## config.mk

```make
export PLATFORM = sky130hd
export DESIGN_NAME = sub32_seq
export DESIGN_NICKNAME = d
export VERILOG_FILES = /design/src/rtl/sub32_seq.sv
export SDC_FILE = /design/constraint.sdc
export NUM_CORES = 1
export LEC_CHECK = 0
export CAP_MARGIN = 30
export CELL_PAD_IN_SITES_DETAIL_PLACEMENT = 1
export CELL_PAD_IN_SITES_GLOBAL_PLACEMENT = 1
export CORE_MARGIN = 2
export CORE_UTILIZATION = 37
export DETAILED_ROUTE_END_ITERATION = 8
export GPL_ROUTABILITY_DRIVEN = 1
export PLACE_DENSITY_LB_ADDON = 0.1
export SLEW_MARGIN = 20
export SYNTH_ARGS = -nofsm -noshare
export SYNTH_HDL_FRONTEND = slang
export SYNTH_SLANG_ARGS = --single-unit
```

## constraint.sdc

```tcl
create_clock -name clk_in -period 3.6 [get_ports clk_in]
set_clock_uncertainty 0.1 [all_clocks]
set_input_delay 0.9 -clock clk_in [delete_from_list [all_inputs] [get_ports clk_in]]
set_output_delay 0.9 -clock clk_in [all_outputs]
set_load 0.01 [all_outputs]
```

## src/rtl/sub32_seq.sv

```systemverilog
// Multi-cycle subtractor: x - y computed as x + ~y + 1, CHUNK bits per cycle, valid/ready on both sides.
// Optional signed-overflow flag enabled by defining SUB32_SEQ_OVF_EN (otherwise ovf_out is tied low).
module sub32_seq #(
  parameter int WIDTH = 32,
  parameter int CHUNK = 8
) (
  input  logic             clk_in,
  input  logic             rst_in,
  input  logic [WIDTH-1:0] x_in,
  input  logic [WIDTH-1:0] y_in,
  input  logic             in_valid_in,
  output logic             in_ready_out,
  output logic [WIDTH-1:0] diff_out,
  output logic             borrow_out,
  output logic             ovf_out,
  output logic             out_valid_out,
  input  logic             out_ready_in
);

  localparam int N    = WIDTH / CHUNK;
  localparam int IDXW = (N > 1) ? $clog2(N) : 1;
  localparam logic [IDXW-1:0] LAST_IDX = IDXW'(N - 1);

  typedef enum logic [1:0] {
    IDLE = 2'd0,
    RUN  = 2'd1,
    DONE = 2'd2
  } state_t;

  state_t           r_state;
  state_t           w_next_state;
  logic [WIDTH-1:0] r_x;
  logic [WIDTH-1:0] r_ny;
  logic [WIDTH-1:0] r_diff;
  logic             r_carry;
  logic             r_borrow;
  logic [IDXW-1:0]  r_idx;
  logic [CHUNK-1:0] w_x_chunk;
  logic [CHUNK-1:0] w_ny_chunk;
  logic [CHUNK:0]   w_sum;
  logic             w_last;

  // One chunk of the carry chain per RUN cycle
  always_comb begin
    w_x_chunk  = r_x[int'(r_idx)*CHUNK +: CHUNK];
    w_ny_chunk = r_ny[int'(r_idx)*CHUNK +: CHUNK];
    w_sum      = {1'b0, w_x_chunk} + {1'b0, w_ny_chunk} + {{CHUNK{1'b0}}, r_carry};
    w_last     = (r_idx == LAST_IDX);
  end

  // Next-state decode
  always_comb begin
    w_next_state = r_state;
    case (r_state)
      IDLE: begin
        if (in_valid_in) begin
          w_next_state = RUN;
        end else begin
          w_next_state = IDLE;
        end
      end
      RUN: begin
        if (w_last) begin
          w_next_state = DONE;
        end else begin
          w_next_state = RUN;
        end
      end
      DONE: begin
        if (out_ready_in) begin
          w_next_state = IDLE;
        end else begin
          w_next_state = DONE;
        end
      end
      default: w_next_state = IDLE;
    endcase
  end

  // State register
  always_ff @(posedge clk_in) begin
    if (rst_in) begin
      r_state <= IDLE;
    end else begin
      r_state <= w_next_state;
    end
  end

  // Operand capture, chunk accumulation and borrow
  always_ff @(posedge clk_in) begin
    if (rst_in) begin
      r_x      <= {WIDTH{1'b0}};
      r_ny     <= {WIDTH{1'b0}};
      r_diff   <= {WIDTH{1'b0}};
      r_carry  <= 1'b0;
      r_borrow <= 1'b0;
      r_idx    <= {IDXW{1'b0}};
    end else begin
      case (r_state)
        IDLE: begin
          if (in_valid_in) begin
            r_x     <= x_in;
            r_ny    <= ~y_in;
            r_carry <= 1'b1;
            r_idx   <= {IDXW{1'b0}};
          end
        end
        RUN: begin
          r_diff[int'(r_idx)*CHUNK +: CHUNK] <= w_sum[CHUNK-1:0];
          r_carry <= w_sum[CHUNK];
          r_idx   <= r_idx + IDXW'(1);
          if (w_last) begin
            r_borrow <= ~w_sum[CHUNK];
          end
        end
        default: begin
        end
      endcase
    end
  end

`ifdef SUB32_SEQ_OVF_EN
  logic r_ovf;

  // Signed overflow: operand signs differ and the result sign departs from x (x[MSB]==~y[MSB] means signs differ)
  always_ff @(posedge clk_in) begin
    if (rst_in) begin
      r_ovf <= 1'b0;
    end else if (r_state == RUN && w_last) begin
      r_ovf <= (r_x[WIDTH-1] == r_ny[WIDTH-1]) & (w_sum[CHUNK-1] != r_x[WIDTH-1]);
    end
  end

  assign ovf_out = r_ovf;
`else
  assign ovf_out = 1'b0;
`endif

  assign in_ready_out  = (r_state == IDLE);
  assign out_valid_out = (r_state == DONE);
  assign diff_out      = r_diff;
  assign borrow_out    = r_borrow;

endmodule

```

==> results of run 1 <==
## per-layer routing
metal	wire (um)	vias to the layer above
met1	5170	1780
met2	6060	78
met3	469	6
li1	-	1804
met4	61	0
met5	0	-
## final cells by class
class                      count  area, sq um
fill                        1303         5690
inverter                       8         30.0
clock buffer                  14          274
timing repair buffer         109         1080
sequential                   102         2040
tap                          143          179
multi-input combinational    322         2150
clock inverter                 2         15.0
## power by group
part           switching, mW  internal [mW]
registers             0.0389           1.19
logic                  0.229          0.200
clock network          0.405          0.526
## worst register-to-register path, stage by stage (launching register included)
cell and delay, ns:
dfxtp_1 0.59, mux4_2 0.41, fa_1 0.44, inv_1 0.09, fa_1 0.21, nor2b_1 0.08, o31a_1 0.28, o311ai_2 0.45
a22oi_1 0.13, nor2_1 0.12
## through the flow
step	std cells	setup slack [ns]	total power, mW
detailed placement	684	0.631	1.68
CTS	700	0.626	2.61
global placement	684	0.690	1.67
global route	700	0.350	2.72
finish	700	0.638	2.59
floorplan	464	0.627	1.51
## synth_stat cells, types with 2 or more instances
master,count
buf_6,2
xor2_1,2
buf_2,7
ha_1,13
buf_4,3
nand2_2,2
nand2b_1,5
mux4_2,16
o21ai_1,4
nand3b_1,5
inv_1,8
xnor2_1,2
a211oi_1,35
o21ai_0,4
fa_1,2
dfxtp_1,102
clkbuf_1,20
a21o_1,2
nor2b_1,4
a21oi_1,39
nor4b_4,2
nor2_1,68
nand2_1,71
a22oi_1,28
## kinds of logic after synthesis
| group | share of synthesized area |
|---|---|
| flops | 0.466 |
| compound gates | 0.182 |
| simple gates | 0.170 |
| mux | 0.0845 |
| fa+ha+maj | 0.0463 |
| buf+inv | 0.0423 |
| other cells | 0.000856 |
| xor+xnor | 0.00800 |
## state kept, by name, indices dropped and copies added (netlist names)
register,cells
borrow_out,1
r_state,2
r_ny,32
r_idx,2
r_x,32
diff_out,32
r_carry,1
## how the worst min path moves through the flow
stage	from	endpoint	slack (ns)	cells after the start
2_1_floorplan	r_x[16]$_SDFFE_PP0P_	r_x[16]$_SDFFE_PP0P_	0.33	2
3_3_place_gp	r_x[29]$_SDFFE_PP0P_	r_x[29]$_SDFFE_PP0P_	0.35	2
3_5_place_dp	r_x[29]$_SDFFE_PP0P_	r_x[29]$_SDFFE_PP0P_	0.35	2
4_1_cts	r_x[30]$_SDFFE_PP0P_	r_x[30]$_SDFFE_PP0P_	0.37	2
5_1_grt	r_x[16]$_SDFFE_PP0P_	r_x[16]$_SDFFE_PP0P_	0.38	2
6_report	r_x[30]$_SDFFE_PP0P_	r_x[30]$_SDFFE_PP0P_	0.36	2
==> results.cfg, run 1 <==
[detailed_routing]
avgRoutedWirePerCell_um = 16.8
wl_um = 11800
vias = 3668
route.detailed.drc = 0
firstDrtPassIters = 4
avgViaCountPerCell = 5.24
ant_nets = 0
drt-initial-drc-count = 182

[logic_synthesis]
synth_nets = 547
synth_top_area_frac = 0.466
synth_top_cell_by_area = dfxtp_1
syn-cell-area_sq_um = 4380
ys_warn_count = 0
ys_seq_area_frac = 0.466
synth_area_per_cell_sq_um = 9.44
ys_async_sr_fraction = 0
synth-seq-cells = 102
synth_area_leaders = dfxtp_1, mux4_2, nand2_1
netlist_instances = 464
synth_cell_types = 42
synth_edf_count = 0
synth_ff_type = dfxtp_1

[cts]
cts_tree = built
clock_latency_ns = 0.34
htree_num_levels = 3
cts_made_buffers = 9
clk_path_buf_depth = 2
root_buffer = clkbuf_16
cts_hold_buf = 0
cts_setup_buffers = 0
ctsResizeCount = 0
clock-sinks = 102
path_clk_slew_ns = 0.07

[layout]
layout_common_cells = dfxtp_1, clkdlybuf4s50_1, nand2_1
antenna_cells = 0
drive_gt1_frac = 0.0862
stdcell_area_sq_um = 5780
nNetsFinal = 635
fin_util = 0.504
syn_to_final_growth_pct = 31.9

[worst_setup_path]
required_ns = 3.77
startpoint = r_idx[1]$_SDFFE_PP0P_
reg2reg_depth = 9
cp_top_family = compound AO/OA/AOI/OAI gates
cp_slowest_stage_delay_ns = 0.59
critical_path_peak_fanout = 11
path_class = flip-flop to flip-flop
r2r_slack_ns = 0.64
critPathMostFrequentCell = fa_1
worstSetupStartpointType = flip-flop
r2r-end = diff_out[6]$_SDFFE_PP0P_
r2r_start = r_idx[1]$_SDFFE_PP0P_
critPathCapture = diff_out[6]$_SDFFE_PP0P_
critPathCaptureType = flip-flop
path_buf_inv = 1
crit_cells = 9
cp_data_arrival_time_ns = 3.14
slowest_stage = dfxtp_1
worstPathCellList = mux4_2 -> fa_1 -> inv_1 -> fa_1 -> nor2b_1 -> o31a_1 -> o311ai_2 -> a22oi_1 -> nor2_1

[sta]
period_needed_ns = 2.96
period_share = 0.823
drv_slew = 0
rsz0062_at_grt = no
relSlewSlack = 0.507
holdWs_ns = 0.359
fin_setup_tns_ns = 0
finalSetupViolations = 0
tightest_slew_ns = 0.735
hold_violations = 0
maxClockFrequency_ghz = 0.338

[global_routing]
grt_max_degree = 85
grt_overflow = 0
grt_pass1_wl_um = 19500
antenna_found_initial = 0
grt_pass1_vias = 3864
grt.total_usage = 0.192
met3_usage = 0.0386
grt-busiest-layer = met2
use_met1 = 0.242
met2_usage = 0.343

[place]
hpwl_um = 8520
gp_congestion = 0.788
placedInstanceArea_sq_um = 5490
portBuffers = 102

[power_and_ir_drop]
max-vdd-ir-drop_uv = 313
p_per_area_nw_per_um2 = 448
leakage_nw = 2.09

[die]
row_count = 39
core_sq_um = 11500
die_x_um = 113
dieArea_sq_um = 12700
start_util = 0.382
ios = 104
dieHeight_um = 113

[worst_hold_path]
worstHoldPathType = flip-flop to flip-flop

[run]
cap_violations = 0

[outcome]
outcome = finished, final reports clean
Note: power is estimated with default switching activity, not from simulation.
==> run 2, diff against run 1 <==
--- a/config.mk
+++ b/config.mk
@@ -9,7 +9,7 @@
 export CELL_PAD_IN_SITES_DETAIL_PLACEMENT = 1
 export CELL_PAD_IN_SITES_GLOBAL_PLACEMENT = 1
 export CORE_MARGIN = 2
-export CORE_UTILIZATION = 37
+export CORE_UTILIZATION = 34
 export DETAILED_ROUTE_END_ITERATION = 8
 export GPL_ROUTABILITY_DRIVEN = 1
 export PLACE_DENSITY_LB_ADDON = 0.1
==> constraint.sdc (replaced) <==
create_clock -name clk_in -period 2.5 [get_ports clk_in]
set_clock_uncertainty 0.1 [all_clocks]
set_input_delay 0.625 -clock clk_in [delete_from_list [all_inputs] [get_ports clk_in]]
set_output_delay 0.625 -clock clk_in [all_outputs]
set_load 0.01 [all_outputs]
==> results.cfg, run 2 (synthesis results as in run 1) <==
[outcome]
outcome = finished, violations left
failed_checks = negative setup slack

[power_and_ir_drop]
p_per_area_nw_per_um2 = 627
leakage_nw = 2.32
max-vdd-ir-drop_uv = 337
intPower_mw = 2.93
p_sw_frac = 0.271
seq_power_share = 0.440
combPwrFrac = 0.202
switching_power_mw = 1.09
clock_power_share = 0.358

[worst_setup_path]
critPathMostFrequentCell = fa_2
critical_path_peak_fanout = 7
required_ns = 2.69
cp_slowest_stage_delay_ns = 0.53
worstSetupStartpointType = flip-flop
startpoint = r_idx[0]$_SDFFE_PP0P_
r2r_start = r_idx[0]$_SDFFE_PP0P_
slowest_stage = mux4_2
r2r_slack_ns = -0.19
path_class = flip-flop to flip-flop
critPathCaptureType = flip-flop
worstPathCellList = mux4_2 -> fa_2 -> inv_2 -> fa_2 -> nor2b_2 -> o31a_1 -> o311ai_4 -> a22oi_1 -> nor2_1
cp_data_arrival_time_ns = 2.88

[sta]
hold_violations = 0
fin_ws_ns = -0.193
relSlewSlack = 0.617
tightest_slew_ns = 0.570
maxClockFrequency_ghz = 0.371
period_share = 1.08
period_needed_ns = 2.69
holdWs_ns = 0.357
drv_slew = 0
rsz0062_at_grt = yes
finalSetupViolations = 18

[detailed_routing]
ant_nets = 0
avgViaCountPerCell = 4.98
wl_um = 12800
avgRoutedWirePerCell_um = 16.7
drt-initial-drc-count = 195
route.detailed.drc = 0
vias = 3818
firstDrtPassIters = 4

[die]
die_x_um = 118
ios = 104
core_sq_um = 12600
dieArea_sq_um = 13800
start_util = 0.347
row_count = 41
dieHeight_um = 118

[global_routing]
grt.total_usage = 0.192
grt_pass1_wl_um = 21000
grt_pass1_vias = 4034
antenna_found_initial = 0
grt_max_degree = 45
grt_overflow = 0

[run]
cap_violations = 0

[layout]
syn_to_final_growth_pct = 46.2
nNetsFinal = 673
fin_util = 0.507
layout_common_cells = dfxtp_1, clkdlybuf4s50_1, nand2_1
antenna_cells = 0
drive_gt1_frac = 0.197
final.fill_count = 1454

[cts]
path_clk_slew_ns = 0.07
clk_path_buf_depth = 2
clock_latency_ns = 0.35
cts_tree = built
htree_num_levels = 3
cts_made_buffers = 9
clock-sinks = 102
root_buffer = clkbuf_16

[place]
gp_congestion = 0.781
hpwl_um = 9270
portBuffers = 102

[worst_hold_path]
worstHoldPathType = flip-flop to flip-flop
min_from = r_x[31]$_SDFFE_PP0P_
## run 2: cell type report
type	count	area (sq um)	share of cell area
inverters	8	30.0	0.00469
well taps	172	215	0.0336
clock inverters	5	58.8	0.00919
flip-flops and latches	102	2050	0.320
multi-input cells	322	2370	0.370
clock buffers	10	239	0.0373
repair buffers	147	1440	0.225
## run 2: worst paths after layout
| path | endpoint | depth (start not counted) |
|---|---|---|
| max | diff_out[30]$_SDFFE_PP0P_ | 9 |
| min | r_x[31]$_SDFFE_PP0P_ | 2 |
| max reg2reg | diff_out[30]$_SDFFE_PP0P_ | 9 |
| min reg2reg | r_x[31]$_SDFFE_PP0P_ | 2 |
## run 2: through the flow
step / area [sq um] / cells / total power, mW / TNS, ns / setup WS (ns)
CTS: 6300 / 762 / 4.02 / -1.77 / -0.176
floorplan: 4400 / 464 / 2.17 / -1.49 / -0.177
finish: 6400 / 766 / 4.01 / -2.58 / -0.193
global placement: 5790 / 738 / 2.50 / -2.59 / -0.261
detailed placement: 5790 / 738 / 2.52 / -3.76 / -0.335
global route: 6400 / 766 / 4.18 / -5.27 / -0.347
## run 2: worst max-delay path: cells and delay by family (launching register included)
family,cells,cell delay [ns]
AOI/OAI and AO/OA,3,0.75
adders and majority gates,2,0.59
buffers and inverters,1,0.07
DFF,1,0.41
muxes,1,0.53
and+or+nand+nor,2,0.19
## run 2: timing repair
| action | in CTS | in global routing |
|---|---|---|
| gates cloned | 0 | 0 |
| gates resized for setup | 21 | 15 |
| setup buffers | 9 | 4 |
| hold buffers | 0 | 0 |
| endpoints found under the setup margin | 25 | 29 |
| pin swaps | 20 | 13 |
## run 2: per-layer routing
| layer | track usage | vias up | wire [um] |
|---|---|---|---|
| met2 | 0.336 | 69 | 6530 |
| met5 | 0 | - | 0 |
| met1 | 0.236 | 1850 | 5650 |
| li1 | - | 1885 | - |
| met4 | 0.0700 | 0 | 219 |
| met3 | 0.0329 | 14 | 396 |
## run 2: power by group through the flow
stage | clock (mW) | combinational [mW] | sequential (mW)
after floorplan | 0 | 0.389 | 1.78
after global placement | 0 | 0.690 | 1.81
after detailed placement | 0 | 0.709 | 1.81
after CTS | 1.46 | 0.790 | 1.77
after global routing | 1.53 | 0.880 | 1.78
final | 1.44 | 0.810 | 1.77
